### config.mk
export PLATFORM = sky130hd
export DESIGN_NAME = fifo_stream_reader
export DESIGN_NICKNAME = d
export VERILOG_FILES = /design/src/rtl/fifo_stream_reader.sv
export SDC_FILE = /design/constraint.sdc
export NUM_CORES = 1
export LEC_CHECK = 0
export CAP_MARGIN = 20
export CORE_MARGIN = 1
export CORE_UTILIZATION = 35
export DETAILED_ROUTE_END_ITERATION = 10
export SYNTH_ARGS = -nofsm -noshare
export SYNTH_HDL_FRONTEND = slang
export SYNTH_SLANG_ARGS = --single-unit
### constraint.sdc
create_clock -name clk -period 2.1 [get_ports clk]
set_clock_uncertainty 0.05 [all_clocks]
set_input_delay 0.42 -clock clk [delete_from_list [all_inputs] [get_ports clk]]
set_output_delay 0.42 -clock clk [all_outputs]
set_load 0.01 [all_outputs]
### src/rtl/fifo_stream_reader.sv
`default_nettype none
// ============================================================================
//  Module      : fifo_stream_reader
//  Description : Read-side controller for a synchronous fifo with a 1-cycle
//                registered read port (empty / rd_en / dout). Words pulled
//                from the fifo are presented on a valid/ready stream. A
//                2-entry skid buffer absorbs the read latency, so one word
//                per clock is delivered when there is no backpressure.
//                Delivered words are counted.
//
//  Ports
//    clk         in   1          single clock, rising edge
//    rst         in   1          asynchronous active-high reset
//    en          in   1          1 = allowed to issue new fifo reads
//    fifo_empty  in   1          fifo empty flag (sampled combinationally)
//    fifo_rd_en  out  1          read strobe to the fifo (combinational)
//    fifo_dout   in   WIDTH      fifo read data, valid the clock after rd_en
//    m_valid     out  1          stream data valid (registered)
//    m_ready     in   1          downstream accepts m_data
//    m_data      out  WIDTH      stream data, head of the skid buffer
//    word_cnt    out  CNT_WIDTH  words delivered since reset (wraps)
//
//  Revision    : 1.0  initial release
// ============================================================================
module fifo_stream_reader #(
    parameter int WIDTH     = 16,
    parameter int CNT_WIDTH = 16
) (
    input  logic                 clk,
    input  logic                 rst,
    input  logic                 en,
    input  logic                 fifo_empty,
    output logic                 fifo_rd_en,
    input  logic [WIDTH-1:0]     fifo_dout,
    output logic                 m_valid,
    input  logic                 m_ready,
    output logic [WIDTH-1:0]     m_data,
    output logic [CNT_WIDTH-1:0] word_cnt
);

    localparam logic [1:0] c_max_after_issue = 2'd1;

    // ------------------------------------------------------------------------
    // State
    //   r_occ       : entries currently held in the skid buffer (0..2)
    //   r_in_flight : a fifo read was issued on the previous clock, so
    //                 fifo_dout carries a word that must be captured now
    //   r_head      : entry presented on m_data
    //   r_tail      : entry the next captured word is written to
    // ------------------------------------------------------------------------
    logic [1:0]           r_occ;
    logic                 r_in_flight;
    logic                 r_head;
    logic                 r_tail;
    logic [WIDTH-1:0]     r_entry [2];
    logic                 r_m_valid;
    logic [CNT_WIDTH-1:0] r_word_cnt;

    logic                 w_pop;
    logic [1:0]           w_level;

    // A word leaves the buffer on every accepted stream beat.
    assign w_pop = r_m_valid & m_ready;

    // Buffer level after this edge if no new read were issued. It also is the
    // next-state occupancy, because an in-flight word always lands this edge.
    // The invariant occ + in_flight <= 2 keeps this within 0..2, so 2 bits
    // suffice and the subtraction never underflows (pop implies occ >= 1).
    assign w_level = r_occ + {1'b0, r_in_flight} - {1'b0, w_pop};

    // Issue a read only when the word it returns next clock is guaranteed a
    // free slot: the level after this edge must leave room for one more.
    // rst gates the strobe so nothing is pulled from the fifo during reset.
    assign fifo_rd_en = en & ~fifo_empty & ~rst & (w_level <= c_max_after_issue);

    // ------------------------------------------------------------------------
    // Control registers
    // ------------------------------------------------------------------------
    always_ff @(posedge clk or posedge rst) begin
        if (rst) begin
            r_occ       <= 2'd0;
            r_in_flight <= 1'b0;
            r_head      <= 1'b0;
            r_tail      <= 1'b0;
            r_m_valid   <= 1'b0;
        end else begin
            r_in_flight <= fifo_rd_en;
            r_occ       <= w_level;
            // Registered copy of (occ != 0) for the next cycle.
            r_m_valid   <= (w_level != 2'd0);
            if (r_in_flight) begin
                r_tail <= ~r_tail;
            end
            if (w_pop) begin
                r_head <= ~r_head;
            end
        end
    end

    // ------------------------------------------------------------------------
    // Skid buffer storage. Only the tail entry is written, so the head entry
    // (and therefore m_data) stays stable while the stream is stalled.
    // ------------------------------------------------------------------------
    always_ff @(posedge clk or posedge rst) begin
        if (rst) begin
            r_entry[0] <= '0;
            r_entry[1] <= '0;
        end else if (r_in_flight) begin
            r_entry[r_tail] <= fifo_dout;
        end
    end

    // ------------------------------------------------------------------------
    // Delivered-word counter, wraps naturally at 2^CNT_WIDTH.
    // ------------------------------------------------------------------------
    always_ff @(posedge clk or posedge rst) begin
        if (rst) begin
            r_word_cnt <= '0;
        end else if (w_pop) begin
            r_word_cnt <= r_word_cnt + CNT_WIDTH'(1);
        end
    end

    assign m_valid  = r_m_valid;
    assign m_data   = r_entry[r_head];
    assign word_cnt = r_word_cnt;

endmodule
`default_nettype wire

==> flow_summary.toml, run 1 <==
[cells_and_area]
multi_input_area_mm2 = 0.00100
n_fill_cell = 585
layout-drive-gt1-share_pct = 42.9
finalNetCount = 265
fin_area_mm2 = 0.00325
n_antenna_cell = 0
regArea_mm2 = 0.00135
syn2layout_area_growth_pct = 38.9

[floorplan]
rows = 29
fp.coreArea_mm2 = 0.00639
die_y_um = 83.7
pin_count = 55
die-area_mm2 = 0.00701
start_util_pct = 36.6
die_w_um = 83.7

[timing]
setup_slack_ps = -346
finalSetupViolCount = 1
max_freq_mhz = 409
whs_ps = 432
tightestPinTransition_ps = 307
maxSlewViolCount = 0
fin_crit_sh_pct = 116
grt_setup_unrepaired = "true"
post-route-min-period_ps = 2450
final_hold_viol_count = 0
maxSlewHeadroom_pct = 79.5

[routing]
wire_per_inst_um = 14.0
num_vias = 1497
ant_nets = 0
drtIter0Drc = 68
wl_um = 4440
routed_via_density = 4.72
drcViolationCount = 0
firstDrtPassIters = 3

[synth]
ys_ff_latch = 54
async_reset_ff_share_pct = 100
synth_edf_count = 0
syn_area_mm2 = 0.00234
yosys_most_used_dff = "dfrtp_1"
synth_xor_area_share_pct = 7.12
ys_seq_area_share_pct = 57.8
avgSynthCellArea_um2 = 14.3
synth_compound_area_share_pct = 0
synth-simple-area-share_pct = 7.92
synth_fp_nets = 187
yosysWarnings = 0
synth_cell_types = 24
synth_cells = 163
synth_fa_ha_area_share_pct = 1.61
synth_top_family_by_area = "multiplexers"
muxShareOfSynthArea_pct = 23.6

[global_routing]
grt.overflow.total = 0
grt_max_degree = 55
grt_usage_pct = 14.1
grt_pass1_wl_um = 7800
grt_pass1_vias = 1561
grt_antenna_before_repair = 0

[power_and_ir_drop]
intPower_mw = 2.98
share_comb_of_total_power_pct = 46.3
p_leak_nw = 1.47
p_sw_mw = 1.35
p_per_area_mw_per_mm2 = 1330
seqPwrFrac_pct = 40.7
ir_worst_vdd_mv = 0.604
pwr-share-clk_pct = 13.0
p_sw_share_pct = 31.1

[clock_tree]
clk_pin_slew_ps = 90
cts_tree = "yes"
insertion_delay_ps = 300
clock_path_buffers = 2
root_buffer = "clkbuf_8"
clkSinkCount = 54
cts_made_buffers = 5
htree_levels = 2

[flow_run]
cap_viol_max_count = 0

[worst_setup_path]
critPathKind = "register to output port"
critPathLaunchType = "register"
required_ps = 1630
cp_max_fo = 2
path_cells = "nand2_2 > inv_2 > ha_4 > inv_2 > ha_4 > xnor2_4 > xnor2_2 > nor4b_2 > buf_2"
slowest_stage = "dfrtp_1"
endpoint_kind = "output port"
crit_arrival_ps = 1980
crit_path_max_incr_delay_ps = 400

[status]
status = "finished, violations left"
violations = "setup timing"

[place]
gp_congestion = 0.732
dp_hpwl_um = 2890
postPlaceCellArea_mm2 = 0.00313
port_buffers = 54

[worst_hold_path]
hold_path.class = "register to register"
worst paths after layout:
| path | startpoint | end | slack [ps] | depth (start not counted) |
|---|---|---|---|---|
| hold reg to reg | word_cnt[15] | word_cnt[15] | 430 | 1 |
| hold / removal | word_cnt[15] | word_cnt[15] | 430 | 1 |
| setup reg to reg | m_valid | m_valid | 270 | 9 |
| min in group asynchronous | rst | r_entry[11] | 590 | 4 |
| setup / recovery | m_valid | fifo_rd_en | -350 | 9 |
| max in group asynchronous | rst | r_entry[2] | 1160 | 4 |
metrics by stage:
stage               power, mW  TNS, ps  util [%]  setup slack [ps]  cells
floorplan                2.83    -78.2         -             -78.2    163
global placement         3.75    -1190      49.0              -995    303
detailed placement       3.78    -1320      49.0             -1030    303
CTS                      4.46     -379      51.6              -379    316
global route             4.63     -471      50.8              -471    317
finish                   4.32     -346      50.8              -346    317
placed cells by master, fill, tap and decap left out, types with 3 or more instances in the layout:
cell type,count
buf_4,17
dfrtp_1,53
nand3_1,7
mux2_2,48
clkdlybuf4s50_1,36
dlygate4sd2_1,7
xor2_1,6
buf_12,3
xnor2_1,11
buf_2,3
inv_2,4
nor2_1,4
nand4_1,3
clkbuf_8,6
clkbuf_2,8
critical path, delay by kind of cell (launching register included):
family,cells,cell delay (ps)
adders and majority gates,2,410
and+or+nand+nor,2,320
xor gates and xnor gates,2,280
DFF,1,400
buffers and inverters,3,270
sequential cells by signal (all words and copies together), names as in the netlist:
register / cells
word_cnt: 16
r_head: 1
r_in_flight: 1
m_valid: 1
r_entry: 32
r_tail: 1
r_occ: 2
power by group through the flow:
stage / combinational [mW] / clock (mW) / sequential (mW)
after floorplan: 1.09 / 0 / 1.74
after global placement: 1.97 / 0 / 1.78
after detailed placement: 2.00 / 0 / 1.77
after CTS: 2.11 / 0.595 / 1.76
after global routing: 2.18 / 0.625 / 1.83
final: 2.00 / 0.561 / 1.76
kinds of logic after synthesis:
group | count (synthesis)
multiplexers | 49
flip-flops | 54
AND/OR/NAND/NOR | 28
XOR/XNOR | 19
buffers and inverters | 10
adder cells (fa/ha/maj) | 3
cell type report:
class	count	share of cell area [%]
sequential	54	41.7
multi-input combinational	99	30.8
tap	77	2.97
inverter	6	0.694
timing repair buffer	75	21.3
clock buffer	6	2.54
synthesized netlist by cell type (2+ instances only):
master   instances  area [um^2]
xor2_1           6         52.6
xnor2_1         13          114
mux2_2          48          541
and4_1           2         17.5
nand2_1          3         11.3
nand3_1          7         35.0
ha_1             3         37.5
dfrtp_1         54         1350
nand4_1          3         18.8
nor2_1           4         15.0
inv_1            5         18.8
buf_2            3         15.0
what timing repair did:
action / 4_1_cts / 5_1_grt
hold buffers: 0 / 0
setup buffers: 6 / 1
pin swaps: 4 / 0
gates resized for setup: 35 / 12
gates cloned: 1 / 0
endpoints found under the setup margin: 17 / 15
routing by layer:
layer	track usage [%]	vias up	share of wire (%)
li1	-	723	-
met1	19.6	735	48
met2	22.1	34	48
met3	3.17	5	3.9
met4	3.70	0	1.1
met5	0	-	0
Power figures use the tool's default switching activity.
==> inputs of run 2 (changes only) <==
Settings changed: CAP_MARGIN 20 to 5, CORE_UTILIZATION 35 to 40, PLACE_DENSITY from default to 0.66.
==> run 2 against run 1 <==
Against the previous run:
- the flow still finishes with violations (setup timing)
- die area shrank 12%
- register-to-register slack worse by 200 ps
- sequential share of layout area fell by 0.75 points
- clock power up 21%
- maximum frequency shrank 0.84%
- first-iteration DRC count is 18% lower
- final cell count shrank 0.32%
- global-route usage rose by 3.2 points
- critical endpoint unchanged
- largest cell class unchanged
==> flow_summary.toml, run 2 (same netlist as run 1, synthesis figures left out) <==
[worst_setup_path]
crit_arrival_ps = 2000
crit_buf_inv = 3
cp_max_fo = 2
required_ps = 1630
critPathKind = "register to output port"
slowest_stage = "dfrtp_1"
crit_path_max_incr_delay_ps = 410
endpoint_kind = "output port"
path_cells = "nand2_2 > inv_2 > ha_4 > inv_2 > ha_4 > xnor2_4 > xnor2_2 > nor4b_2 > buf_2"
path_delay_family = "adder cells"
critPathLaunchType = "register"

[routing]
firstDrtPassIters = 2
wire_per_inst_um = 15.0
wl_um = 4740
num_vias = 1522
routed_via_density = 4.82
ant_nets = 0
drtIter0Drc = 56
drcViolationCount = 0

[cells_and_area]
multi_input_area_mm2 = 0.00100
syn2layout_area_growth_pct = 41.3
layout-drive-gt1-share_pct = 38.5
largest_reg_flops = 32
n_fill_cell = 467
registers.top_by_ff_count = "r_entry"
fin_area_mm2 = 0.00330
finalNetCount = 267
final_cell_mix = "54 x dfrtp_1, 48 x mux2_2, 36 x clkdlybuf4s50_1"
regArea_mm2 = 0.00135
mostFrequentLayoutCell = "dfrtp_1"
n_antenna_cell = 0

[floorplan]
fp.coreArea_mm2 = 0.00557
start_util_pct = 41.9
die-area_mm2 = 0.00615
die_w_um = 78.4
rows = 27
die_y_um = 78.4
pin_count = 55

[global_routing]
grt.overflow.total = 0
grt_antenna_before_repair = 0
grt_pass1_wl_um = 8140
grt_pass1_vias = 1654
grt_usage_pct = 17.3
grt_max_degree = 55

[clock_tree]
cts_hold_buf = 0
htree_levels = 2
cts_made_buffers = 5
clkSinkCount = 54
cts_tree = "yes"
root_buffer = "clkbuf_8"
clk_pin_slew_ps = 90
insertion_delay_ps = 300
clock_path_buffers = 2

[timing]
tightestPinTransition_ps = 424
max_freq_mhz = 405
post-route-min-period_ps = 2470
fin_crit_sh_pct = 117
grt_setup_unrepaired = "true"
final_hold_viol_count = 0
finalSetupViolCount = 1
tns_ps = -366
whs_ps = 423
maxSlewViolCount = 0
maxSlewHeadroom_pct = 71.7
setup_slack_ps = -366

[status]
status = "finished, violations left"
violations = "setup timing"

[power_and_ir_drop]
p_leak_nw = 1.51
p_per_area_mw_per_mm2 = 1360
ir_worst_vdd_mv = 0.738

[place]
gp_congestion = 0.752
postPlaceCellArea_mm2 = 0.00311
post-place-ws_ps = -1080
dp_hpwl_um = 3360
port_buffers = 54

[worst_hold_path]
hold_path.class = "register to register"

[flow_run]
cap_viol_max_count = 0
[run 2: cell types whose count changed in the layout (fill, tap and decap cells not counted), sizes merged]
cell	previous run	this run
bufinv	0	1
clkbuf	14	7
dlygate4sd2	7	15
dlymetal6s2s	0	2
[run 2: final cells by class]
type	instances	share of cell area [%]
clock buffers	7	2.31
clock inverters	1	0.909
inverters	6	0.682
multi-input cells	99	30.3
flip-flops and latches	54	40.9
well taps	72	2.73
repair buffers	77	22.2
[run 2: worst register-to-register path: stages, from the launching register on]
cell and delay (ps):
dfrtp_1 410, nand2_2 80, inv_2 50, ha_4 250, inv_2 30, ha_4 160, xnor2_4 130, xnor2_2 160
nor4b_2 260, buf_4 150, buf_4 90, buf_4 90, buf_4 90
[run 2: repair_timing]
action / 4_1_cts / 5_1_grt
setup endpoints to repair: 17 / 8
pin swaps: 3 / 0
gates resized for setup: 20 / 3
buffers inserted: 9 / 3
[run 2: path summary, 6_finish.rpt]
kind,start,end,slack [ps],cells past startpoint
max,m_valid,fifo_rd_en,-370,9
min,word_cnt[15],word_cnt[15],420,1
max reg2reg,m_valid,r_in_flight,70,12
min reg2reg,word_cnt[15],word_cnt[15],420,1
max in group asynchronous,rst,m_valid,1170,4
min in group asynchronous,rst,r_entry[26],610,4
[run 2: report_power, final]
group | internal [mW] | switching [mW]
sequential | 1.47 | 0.298
clock | 0.357 | 0.320
combinational | 1.28 | 0.765
total | 3.11 | 1.38
[run 2: stage by stage]
stage / power [mW] / instances / util, %
after floorplan: 2.83 / 163 / -
after global placement: 3.74 / 297 / 55.9
after detailed placement: 3.83 / 297 / 55.9
after CTS: 4.46 / 314 / 58.7
after global routing: 4.77 / 316 / 59.3
final: 4.49 / 316 / 59.3
[run 2: layer usage]
metal / vias up / wire length [um] / GRT usage (%)
met4: 0 / 40 / 4.44
met1: 771 / 2010 / 22.2
met5: - / 0 / 0
li1: 725 / - / -
met3: 4 / 125 / 3.84
met2: 22 / 2560 / 29.4
